$ cat config.mk
export PLATFORM = sky130hd
export DESIGN_NAME = ricosoc_bus_arbiter
export DESIGN_NICKNAME = d
export VERILOG_FILES = /design/src/rtl/ricosoc_bus_pkg.sv /design/src/rtl/ricosoc_bus_watchdog.sv /design/src/rtl/ricosoc_bus_arbiter.sv
export SDC_FILE = /design/constraint.sdc
export NUM_CORES = 1
export LEC_CHECK = 0
export BUFFER_PORTS_ARGS = -buffer_cell sky130_fd_sc_hd__buf_4
export CORE_AREA = 3 3 121 123
export DETAILED_ROUTE_END_ITERATION = 10
export DIE_AREA = 0 0 124 126
export HOLD_SLACK_MARGIN = 0.08
export PLACE_DENSITY = 0.59
export SYNTH_ARGS = -nofsm -noshare
export SYNTH_HDL_FRONTEND = slang
export SYNTH_SLANG_ARGS = --single-unit
export TNS_END_PERCENT = 30
$ cat constraint.sdc
create_clock -name clk -period 1.6 [get_ports clk]
set_input_delay 0.32 -clock clk [delete_from_list [all_inputs] [get_ports clk]]
set_output_delay 0.32 -clock clk [all_outputs]
set_load 0.01 [all_outputs]
$ cat src/rtl/ricosoc_bus_pkg.sv
// Shared definitions for the SoC native-bus arbiter and its watchdog.
package ricosoc_bus_pkg;

  typedef enum logic {
    ARB_IDLE = 1'b0,
    ARB_BUSY = 1'b1
  } arb_state_e;

  localparam int unsigned MIDX_W = 1;
  typedef logic [MIDX_W-1:0] midx_t;

  localparam logic [31:0] DEFAULT_TIMEOUT_RDATA = 32'hDEAD_BEEF;

endpackage

$ cat src/rtl/ricosoc_bus_watchdog.sv
// Up-counting watchdog: synchronous clear, count enable, terminal-count flag.
module ricosoc_bus_watchdog #(
  parameter int unsigned TERMINAL = 1024
) (
  input  logic clk,
  input  logic rst_n,
  input  logic clr_i,
  input  logic en_i,
  output logic tc_o
);

  localparam int unsigned CNT_W = (TERMINAL > 1) ? $clog2(TERMINAL) : 1;

  logic [CNT_W-1:0] count_q;

  // Clear has priority over counting.
  always_ff @(posedge clk or negedge rst_n) begin
    if (!rst_n) begin
      count_q <= '0;
    end else if (clr_i) begin
      count_q <= '0;
    end else if (en_i) begin
      count_q <= count_q + 1'b1;
    end
  end

  // Terminal count is decoded directly from the counter.
  always_comb begin
    tc_o = (count_q == CNT_W'(TERMINAL - 1));
  end

endmodule

$ cat src/rtl/ricosoc_bus_arbiter.sv
// Two-master round-robin arbiter for the SoC native memory bus with
// whole-transfer grant lock and a watchdog that forces completion of hung
// transfers and raises a sticky timeout interrupt.
module ricosoc_bus_arbiter
  import ricosoc_bus_pkg::*;
#(
  parameter int unsigned TIMEOUT_CYCLES = 1024,
  parameter logic [31:0] TIMEOUT_RDATA  = DEFAULT_TIMEOUT_RDATA
) (
  input  logic        clk,
  input  logic        resetn,

  input  logic        m0_valid,
  input  logic        m0_instr,
  input  logic [31:0] m0_addr,
  input  logic [31:0] m0_wdata,
  input  logic [3:0]  m0_wstrb,
  output logic        m0_ready,
  output logic [31:0] m0_rdata,

  input  logic        m1_valid,
  input  logic        m1_instr,
  input  logic [31:0] m1_addr,
  input  logic [31:0] m1_wdata,
  input  logic [3:0]  m1_wstrb,
  output logic        m1_ready,
  output logic [31:0] m1_rdata,

  output logic        s_valid,
  output logic        s_instr,
  output logic [31:0] s_addr,
  output logic [31:0] s_wdata,
  output logic [3:0]  s_wstrb,
  input  logic        s_ready,
  input  logic [31:0] s_rdata,

  input  logic        err_clr,
  output logic        timeout_irq,
  output logic        timeout_master
);

  arb_state_e state_q;
  midx_t      grant_q;
  midx_t      last_grant_q;
  logic       timeout_irq_q;
  midx_t      timeout_master_q;

  midx_t      grant_d;
  logic       wd_tc;
  logic       timeout_fire;
  logic       xfer_done;
  logic [31:0] done_rdata;

  // Watchdog is held clear while idle so it always starts at zero in BUSY.
  ricosoc_bus_watchdog #(
    .TERMINAL (TIMEOUT_CYCLES)
  ) u_wdog (
    .clk   (clk),
    .rst_n (resetn),
    .clr_i (state_q == ARB_IDLE),
    .en_i  (state_q == ARB_BUSY),
    .tc_o  (wd_tc)
  );

  // Round-robin pick: on a tie the master that did not win last goes next.
  always_comb begin
    grant_d = '0;
    if (m0_valid && m1_valid) begin
      grant_d = ~last_grant_q;
    end else if (m1_valid) begin
      grant_d = 1'b1;
    end
  end

  // Completion qualifiers; s_ready on the terminal cycle beats the timeout.
  always_comb begin
    timeout_fire = (state_q == ARB_BUSY) && wd_tc && !s_ready;
    xfer_done    = (state_q == ARB_BUSY) && (s_ready || wd_tc);
    done_rdata   = s_ready ? s_rdata : TIMEOUT_RDATA;
  end

  // Arbitration FSM plus sticky timeout status.
  always_ff @(posedge clk or negedge resetn) begin
    if (!resetn) begin
      state_q          <= ARB_IDLE;
      grant_q          <= '0;
      last_grant_q     <= 1'b1;
      timeout_irq_q    <= 1'b0;
      timeout_master_q <= '0;
    end else begin
      case (state_q)
        ARB_IDLE: begin
          if (m0_valid || m1_valid) begin
            grant_q <= grant_d;
            state_q <= ARB_BUSY;
          end
        end
        ARB_BUSY: begin
          if (xfer_done) begin
            last_grant_q <= grant_q;
            state_q      <= ARB_IDLE;
          end
        end
        default: state_q <= ARB_IDLE;
      endcase

      if (timeout_fire) begin
        timeout_irq_q    <= 1'b1;
        timeout_master_q <= grant_q;
      end else if (err_clr) begin
        timeout_irq_q    <= 1'b0;
      end
    end
  end

  // Slave-side mux and master-side return path, all zero without a grant.
  always_comb begin
    s_valid  = 1'b0;
    s_instr  = 1'b0;
    s_addr   = '0;
    s_wdata  = '0;
    s_wstrb  = '0;
    m0_ready = 1'b0;
    m0_rdata = '0;
    m1_ready = 1'b0;
    m1_rdata = '0;
    if (state_q == ARB_BUSY) begin
      s_valid = !timeout_fire;
      if (grant_q == 1'b0) begin
        s_instr  = m0_instr;
        s_addr   = m0_addr;
        s_wdata  = m0_wdata;
        s_wstrb  = m0_wstrb;
        m0_ready = xfer_done;
        m0_rdata = xfer_done ? done_rdata : '0;
      end else begin
        s_instr  = m1_instr;
        s_addr   = m1_addr;
        s_wdata  = m1_wdata;
        s_wstrb  = m1_wstrb;
        m1_ready = xfer_done;
        m1_rdata = xfer_done ? done_rdata : '0;
      end
    end
  end

  // Registered status outputs.
  always_comb begin
    timeout_irq    = timeout_irq_q;
    timeout_master = timeout_master_q;
  end

endmodule
Yosys cells after proc, flatten, opt, wreduce, memory -nomap -nowiden
Index checks and enable logic that the tools add are counted.

storage, ports and cells
  word-level logic and storage cells = 48
  output and inout bits = 138
  flip-flop bits (word level) = 15

cells by class
  $add $sub $neg = 1
  multiplexer cells = 27
  reduce and logical (&&, ||, !) cells = 11
  bitwise logic cells = 2
  eq/ne operators = 1

operators by type and width
  operator                                       number
  2-to-1 mux 32 bit                              10
  2-to-1 mux 1 bit                               13
  adder 10 x 1 -> 10 bit, second input constant  1
  equality test 10 bit, second input constant    1
  2-to-1 mux 10 bit                              1
  2-to-1 mux 4 bit                               2
  logical AND 1 bit                              4
  AND reduction 2 bit                            2
  logical NOT 1 bit                              2
  logical OR 1 bit                               2
  inverter 1 bit                                 2
  one-hot mux 1 bit (2 select lines)             1
  nonzero test 2 bit                             1

Longest topological paths before layout
Gate-level depths: netlist (run 1).

  depth in word-level cells = 6
  mapped depth = 6
  mapped depth without buffers = 4

By module
A second synthesis (run 1) with hierarchy kept.

unflattened totals
  cells, all modules = 337
  area, all modules = 2508.7 um^2

by module, submodules not included
  module                cells an instance  instances  area an instance (um^2)
  ricosoc_bus_arbiter   288                1          2014.4
  ricosoc_bus_watchdog  49                 1          494.2

Worst setup path after synthesis (run 1)
No wires, ideal clock.

  path type = reg2out
  start = register u_wdog.count_q[0]
  end = output m1_rdata[10]
  arrival = 1504 ps
  cell stages (with the launch flop) = 7
  buffers on the path = 2
  slack = -224 ps
  cell sequence = dfrtp_1 -> ha_1 -> nand4_2 -> o31a_1 -> buf_6 -> buf_8 -> nor2_1

on the way
  word-level cells in the longest chain between the ends = 6

RTL lines
  item                      line                        RTL
  start: declaration        ricosoc_bus_watchdog.sv:14  logic [CNT_W-1:0] count_q;
  start signal: assignment  ricosoc_bus_watchdog.sv:23  count_q <= count_q + 1'b1;
  equality test 10 bit      ricosoc_bus_watchdog.sv:29  tc_o = (count_q == CNT_W'(TERMINAL - 1));
  logical OR 1 bit          ricosoc_bus_arbiter.sv:78   xfer_done = (state_q == ARB_BUSY) && (s_ready || wd_tc);
  logical AND 1 bit         ricosoc_bus_arbiter.sv:78
  2-to-1 mux 32 bit         ricosoc_bus_arbiter.sv:142  m1_rdata = xfer_done ? done_rdata : '0;
  2-to-1 mux 32 bit         ricosoc_bus_arbiter.sv:129  if (grant_q == 1'b0) begin
  2-to-1 mux 32 bit         ricosoc_bus_arbiter.sv:127  if (state_q == ARB_BUSY) begin
  end: declaration          ricosoc_bus_arbiter.sv:27   output logic [31:0] m1_rdata,

No other way between the ends.

Worst setup path after layout (run 1)
  start = register grant_q
  end = output m1_rdata[0]

on the way
  word-level cells in the longest chain between the ends = 2

RTL lines
  item                      line                        RTL
  start: declaration        ricosoc_bus_arbiter.sv:43   midx_t grant_q;
  start signal: assignment  ricosoc_bus_arbiter.sv:94   grant_q <= grant_d;
  2-to-1 mux 32 bit         ricosoc_bus_arbiter.sv:129
  2-to-1 mux 32 bit         ricosoc_bus_arbiter.sv:127

No other way between the ends.

==> metrics.md, run 1 <==
| Metric | Value |
|---|---|
| Util after Layout | 0.412 |
| Final worst-path cycle share | 1.26 |
| Area delta synth->final | 144% |
| H-Tree Level Count | 1 |
| R2R Path Start | u_wdog.count_q[1] |
| Synthesis-stage register bit count | 15 |
| Headroom to the max-slew limit | 0.750 |
| DRC viols | 0 |
| CP Data Arrival Time | 1690 ps |
| Routability cong. | 0.894 |
| Die H | 126 um |
| Via density | 4.26 |
| Vias in the first global route | 3,574 |
| Outcome | complete, but fails checks |
| Sequential fraction of design power | 0.124 |
| Ant diodes | 0 |
| Worst setup path start | grant_q |
| Via count | 3,603 |
| Ys async rst share | 1.00 |
| FP Rows | 43 |
| Endpoints failing hold | 0 |
| Crit Path Class | flop to output port |
| Worst Max-Slew Pin Slew | 374 ps |
| Failing checks | negative setup slack |
| Seq/Total Area, Yosys | 0.162 |
| Clock Latency Late Sink | 250 ps |
| Power per cell area | 701 nW/um2 |
| Yosys top cell by area | mux2i_1 |
| RSZ-0062 raised after global routing | yes |
| Final setup viols | 136 |
| CTS tree | yes |
| Final slew viol count | 0 |
| ANT nets after route | 0 |
| IO Port Bufs | 313 |
| Proportion of layout cells with a drive suffix above 1 | 0.627 |
| LEAKAGE | 3.04 nW |
| Synth top area share | 0.301 |
| Drt first pass iters | 4 |
| Mapped Nets | 513 |
| DP Cell Count | 837 |
| Root Buffer | clkbuf_16 |
| R2R Path End | timeout_master |
| Die W | 124 um |
| Initial Util | 0.169 |
| Wire per inst | 15.0 um |
| Critical Path RT | 1280 ps |
| Maxcap violations | 0 |
| Critical Path Sink Type | output port |
| All-Layer GR Usage | 0.147 |
| Die area | 15,600 um2 |
| Switching Share | 0.396 |
| Worst VDD drop | 0.000294 V |
| Psw | 0.00157 W |
| Placeable core region | 13,800 um2 |
| R2R depth | 6 |
| Pint | 0.00240 W |
| Critical path's top delay family | flip-flops |
| Largest net degree at the start of global routing | 57 |
| Worst Hold Class | input pin to flop |
| Stages on worst setup path | 5 |
| Register-to-register setup slack | 30 ps |
| CTS sink count | 15 |
| Initial antenna violation count | 0 |
| CTS max path bufs | 2 |
| CP endpoint | m1_rdata[0] |
| Synth Instances | 336 |
| Worst-path fanout max | 13 |
| DPL Wire Length | 11,100 um |
| Clk slew on worst S/H paths | 50 ps |
| Post-synth cell types | 44 |
| Fin cells | 845 |
| Post-route setup slack | -414 ps |
| Slowest stage delay, CP | 440 ps |
| CP bufs+invs | 2 |
| Total Wirelength | 12,700 um |
| Mean Syn Cell Area | 6.92 um2 |
| Tmin final | 2010 ps |
| Yosys warnings | 0 |
| Synth area leaders | mux2i_1, nor2_1, dfrtp_1 |
| Synth top cells by count | nor2_1, mux2i_1, nor2b_1 |
| CP max-delay cell | dfrtp_4 |
| Fmax | 0.496 GHz |
| Crit path launch type | flop |
| Post-synth EDFFs | 0 |
| NumNets Final | 843 |
| Cts bufs inserted | 3 |
| Grt ovf | 0 |
| Combinational share of power | 0.753 |
| First-pass GRT wire length | 18,400 um |
| Ys flop type | dfrtp_1 |
| HP Start | m0_valid |
| Worst Skew | 5.45 ps |
| Cell area after synthesis | 2320 um2 |
| Crit-path cells | nand4_1, o31a_4, buf_12, nor2_1, buf_4 |
| Iter 0 DRT Violations | 127 |
| Cell with the most instances after synthesis | nor2_1 |
| Filler Cells Inserted | 1,379 |
| Share of power burned in the clock network | 0.122 |
| Top-Level Pins | 314 |
-- metal layers --
layer	up-vias	GRT usage	wire length [um]
met1	1617	0.167	4610
met5	-	0	0
met4	0	0.0258	178
met2	211	0.284	6700
met3	12	0.0251	1190
li1	1763	-	-
-- flip-flops by register name, summed over array words and instances (netlist names) --
name / count
state_q: 1
timeout_irq: 1
last_grant_q: 1
timeout_master: 1
grant_q: 1
u_wdog.count_q: 10
-- layout by cell type (no fill, tap or decap), drive strengths merged, types with 2 or more instances in the layout --
cell      n
o21ai     3
xnor2     2
nor2    138
a21oi     4
or3       2
nor2b    19
nand2    13
clkbuf    4
dfrtp    14
buf     351
mux2i    70
inv       7
and2b     5
nand4     3
nand3     6
o31a      3
-- stage by stage --
| step | setup WS, ps | setup TNS [ps] | hold slack (ps) | total power [W] | area (um2) |
|---|---|---|---|---|---|
| 5_1_grt | -452 | -44270 | 335 | 0.00423 | 5670 |
| 3_3_place_gp | -134 | -6830 | 186 | 0.00325 | 5300 |
| 6_report | -414 | -36310 | 312 | 0.00397 | 5670 |
| 4_1_cts | -422 | -39310 | 315 | 0.00395 | 5600 |
| 3_5_place_dp | -149 | -8600 | 189 | 0.00329 | 5300 |
| 2_1_floorplan | -19.2 | -560 | 24.4 | 0.00190 | 2590 |
-- worst min path at each step --
stage                         to  slack, ps  cells past startpoint
2_1_floorplan            grant_q         20                      0
3_3_place_gp   u_wdog.count_q[7]        190                      1
3_5_place_dp   u_wdog.count_q[7]        190                      1
4_1_cts                  state_q        310                      2
5_1_grt                  state_q        340                      2
6_report                 state_q        310                      2
-- area by class of cell --
cell class,instances,area (um2),area share
multi-input combinational,286,2060,0.364
inverter,7,28.8,0.00508
clock buffer,3,75.1,0.0132
timing repair buffer,353,2890,0.510
clock inverter,1,5.00,0.000883
sequential,15,380,0.0671
tap,180,225,0.0397
-- power groups by stage --
stage / clock [W] / sequential (W) / combinational [W]
2_1_floorplan: 0 / 0.000486 / 0.00142
3_3_place_gp: 0 / 0.000491 / 0.00276
3_5_place_dp: 0 / 0.000494 / 0.00279
4_1_cts: 0.000498 / 0.000491 / 0.00296
5_1_grt: 0.000519 / 0.000500 / 0.00321
6_report: 0.000486 / 0.000494 / 0.00299
-- timing repair --
action	in CTS	in global routing
pin swaps	2	4
endpoints found under the hold margin	14	0
setup buffers	2	0
gates resized for setup	48	11
endpoints found under the setup margin	137	138
hold buffers	1	0
cloned	0	1
-- cells by family (layout without fill, tap and decap cells) --
group | count (synthesis) | after routing | share of synthesized area
AND/OR/NAND/NOR | 196 | 196 | 0.377
multiplexers | 71 | 71 | 0.306
buffers and inverters | 35 | 364 | 0.0910
AO/OA/AOI/OAI | 15 | 15 | 0.0474
flip-flops | 15 | 15 | 0.162
XOR/XNOR | 3 | 3 | 0.0113
adder cells (fa/ha/maj) | 1 | 1 | 0.00538
No activity file was read; power rests on OpenSTA's default activity.
==> run 2: changes to the inputs <==
Settings changed: CORE_AREA 3 3 121 123 to 3 3 122 124, CTS_BUF_LIST from default to sky130_fd_sc_hd__clkbuf_16, DIE_AREA 0 0 124 126 to 0 0 125 127, PLACE_DENSITY 0.59 to default.
Clock period 1.6 ns to 2.6 ns, I/O delays scaled along.
==> metrics.md, run 2 (synthesized netlist as in run 1, its figures left out) <==
| Metric | Value |
|---|---|
| Ant diodes | 0 |
| Max reg flops | 10 |
| M2 GR Usage | 0.225 |
| Crit Path Class | flop to output port |
| Met3 usage | 0.0380 |
| Met1 Track Usage GR | 0.159 |
| Power per cell area | 429 nW/um2 |
| Vias in the first global route | 3,219 |
| Most common cell after layout, fill and taps aside | buf_4 |
| Final worst-path cycle share | 0.937 |
| Headroom to the max-slew limit | 0.592 |
| Area delta synth->final | 113% |
| Endpoints failing hold | 0 |
| Wire per inst | 14.0 um |
| R2R Path Start | u_wdog.count_q[0] |
| Die area | 15,900 um2 |
| Drt first pass iters | 4 |
| H-Tree Level Count | 1 |
| CTS sink count | 15 |
| Worst setup path start | u_wdog.count_q[0] |
| Critical Path RT | 2080 ps |
| Worst-path fanout max | 34 |
| Iter 0 DRT Violations | 68 |
| Worst VDD drop | 0.000197 V |
| Tmin final | 2440 ps |
| Total Wirelength | 11,400 um |
| CTS Hold Bufs | 0 |
| CP Data Arrival Time | 1920 ps |
| Initial antenna violation count | 0 |
| Outcome | complete, no violations |
| DPL Wire Length | 9710 um |
| Total power | 0.00212 W |
| Worst Max-Slew Pin Slew | 611 ps |
| Maxcap violations | 0 |
| LEAKAGE | 2.79 nW |
| NumNets Final | 817 |
| Root Buffer | clkbuf_16 |
| Largest net degree at the start of global routing | 45 |
| Final hold slack | 124 ps |
| Via count | 3,400 |
| CTS tree | yes |
| FP Rows | 43 |
| Final slew viol count | 0 |
| Cts bufs inserted | 3 |
| All-Layer GR Usage | 0.130 |
| Routability cong. | 0.847 |
| Setup TNS Final | 0 ps |
| Worst Hold Class | input pin to async pin |
| IO Port Bufs | 313 |
| Most flops, register | u_wdog.count_q |
| Die H | 127 um |
| First-pass GRT wire length | 17,100 um |
| DRC viols | 0 |
| Gr busiest metal | met2 |
| Crit path launch type | flop |
| Initial Util | 0.167 |
| Via density | 4.15 |
| Util after Layout | 0.356 |
| Clk slew on worst S/H paths | 50 ps |
| RSZ-0062 raised after global routing | no |
| Placeable core region | 13,900 um2 |
| Critical Path Sink Type | output port |
| Worst Skew | 1.75 ps |
| Commonest non-fill, non-tap cells in the layout | buf_4, nor2_1, mux2i_1 |
| Final setup viols | 0 |
| Grt ovf | 0 |
| ANT nets after route | 0 |
| Fmax | 0.411 GHz |
| Clock Latency Late Sink | 240 ps |
| Proportion of layout cells with a drive suffix above 1 | 0.545 |
| CTS max path bufs | 2 |
| Die W | 125 um |
| Top-Level Pins | 314 |
| Setup Buffers After CTS | 0 |
| Gates resized, CTS repair | 0 |
[run 2: cell types whose count changed in the layout (fill, tap and decap cells not counted), moves of 2 or more]
| cell | previous run | this run |
|---|---|---|
| mux2i_1 | 59 | 70 |
| buf_6 | 35 | 0 |
| nor2_4 | 29 | 0 |
| buf_4 | 310 | 324 |
| mux2i_2 | 10 | 0 |
| nor2_1 | 108 | 137 |
| buf_16 | 2 | 0 |
[run 2: final cells by class]
type                    instances  area, um2
flip-flops and latches         15        380
inverters                       7       26.3
multi-input cells             286       1740
clock buffers                   3       75.1
well taps                     180        225
clock inverters                 1       3.75
fillers                      1519       8940
repair buffers                327       2490
[run 2: path summary, 6_finish.rpt]
| check | to | slack [ps] | depth (start not counted) |
|---|---|---|---|
| setup / recovery | m1_rdata[10] | 160 | 6 |
| hold / removal | timeout_master | 120 | 1 |
| setup reg to reg | timeout_master | 940 | 5 |
| hold reg to reg | u_wdog.count_q[0] | 480 | 1 |
| max in group asynchronous | last_grant_q | 2230 | 1 |
| min in group clk | u_wdog.count_q[0] | 480 | 1 |
[run 2: critical path, stage by stage, from the launching register on]
cell,delay [ps]
dfrtp_1,380
ha_2,240
nand4_2,170
o31a_1,330
buf_4,250
nor2_1,160
buf_4,130
[run 2: metal layers]
| layer | wire length [um] | up-vias |
|---|---|---|
| met1 | 4350 | 1475 |
| met4 | 187 | 0 |
| met5 | 0 | - |
| met3 | 1290 | 12 |
| met2 | 5600 | 204 |
| li1 | - | 1709 |
[run 2: where the power goes]
part	switching (W)	leakage (nW)	internal, W	total, W
clock	0.0000873	0.0423	0.000203	0.000290
sequential	0.0000625	0.196	0.000268	0.000330
combinational	0.000687	2.55	0.000812	0.00150
total	0.000837	2.79	0.00128	0.00212
[run 2: metrics by stage]
stage | area [um2] | cells | setup WS (ps)
6_report | 4940 | 819 | 165
5_1_grt | 4940 | 819 | 8.88
4_1_cts | 4940 | 819 | 141
3_5_place_dp | 4860 | 815 | 387
3_3_place_gp | 4860 | 815 | 472
2_1_floorplan | 2320 | 336 | 576
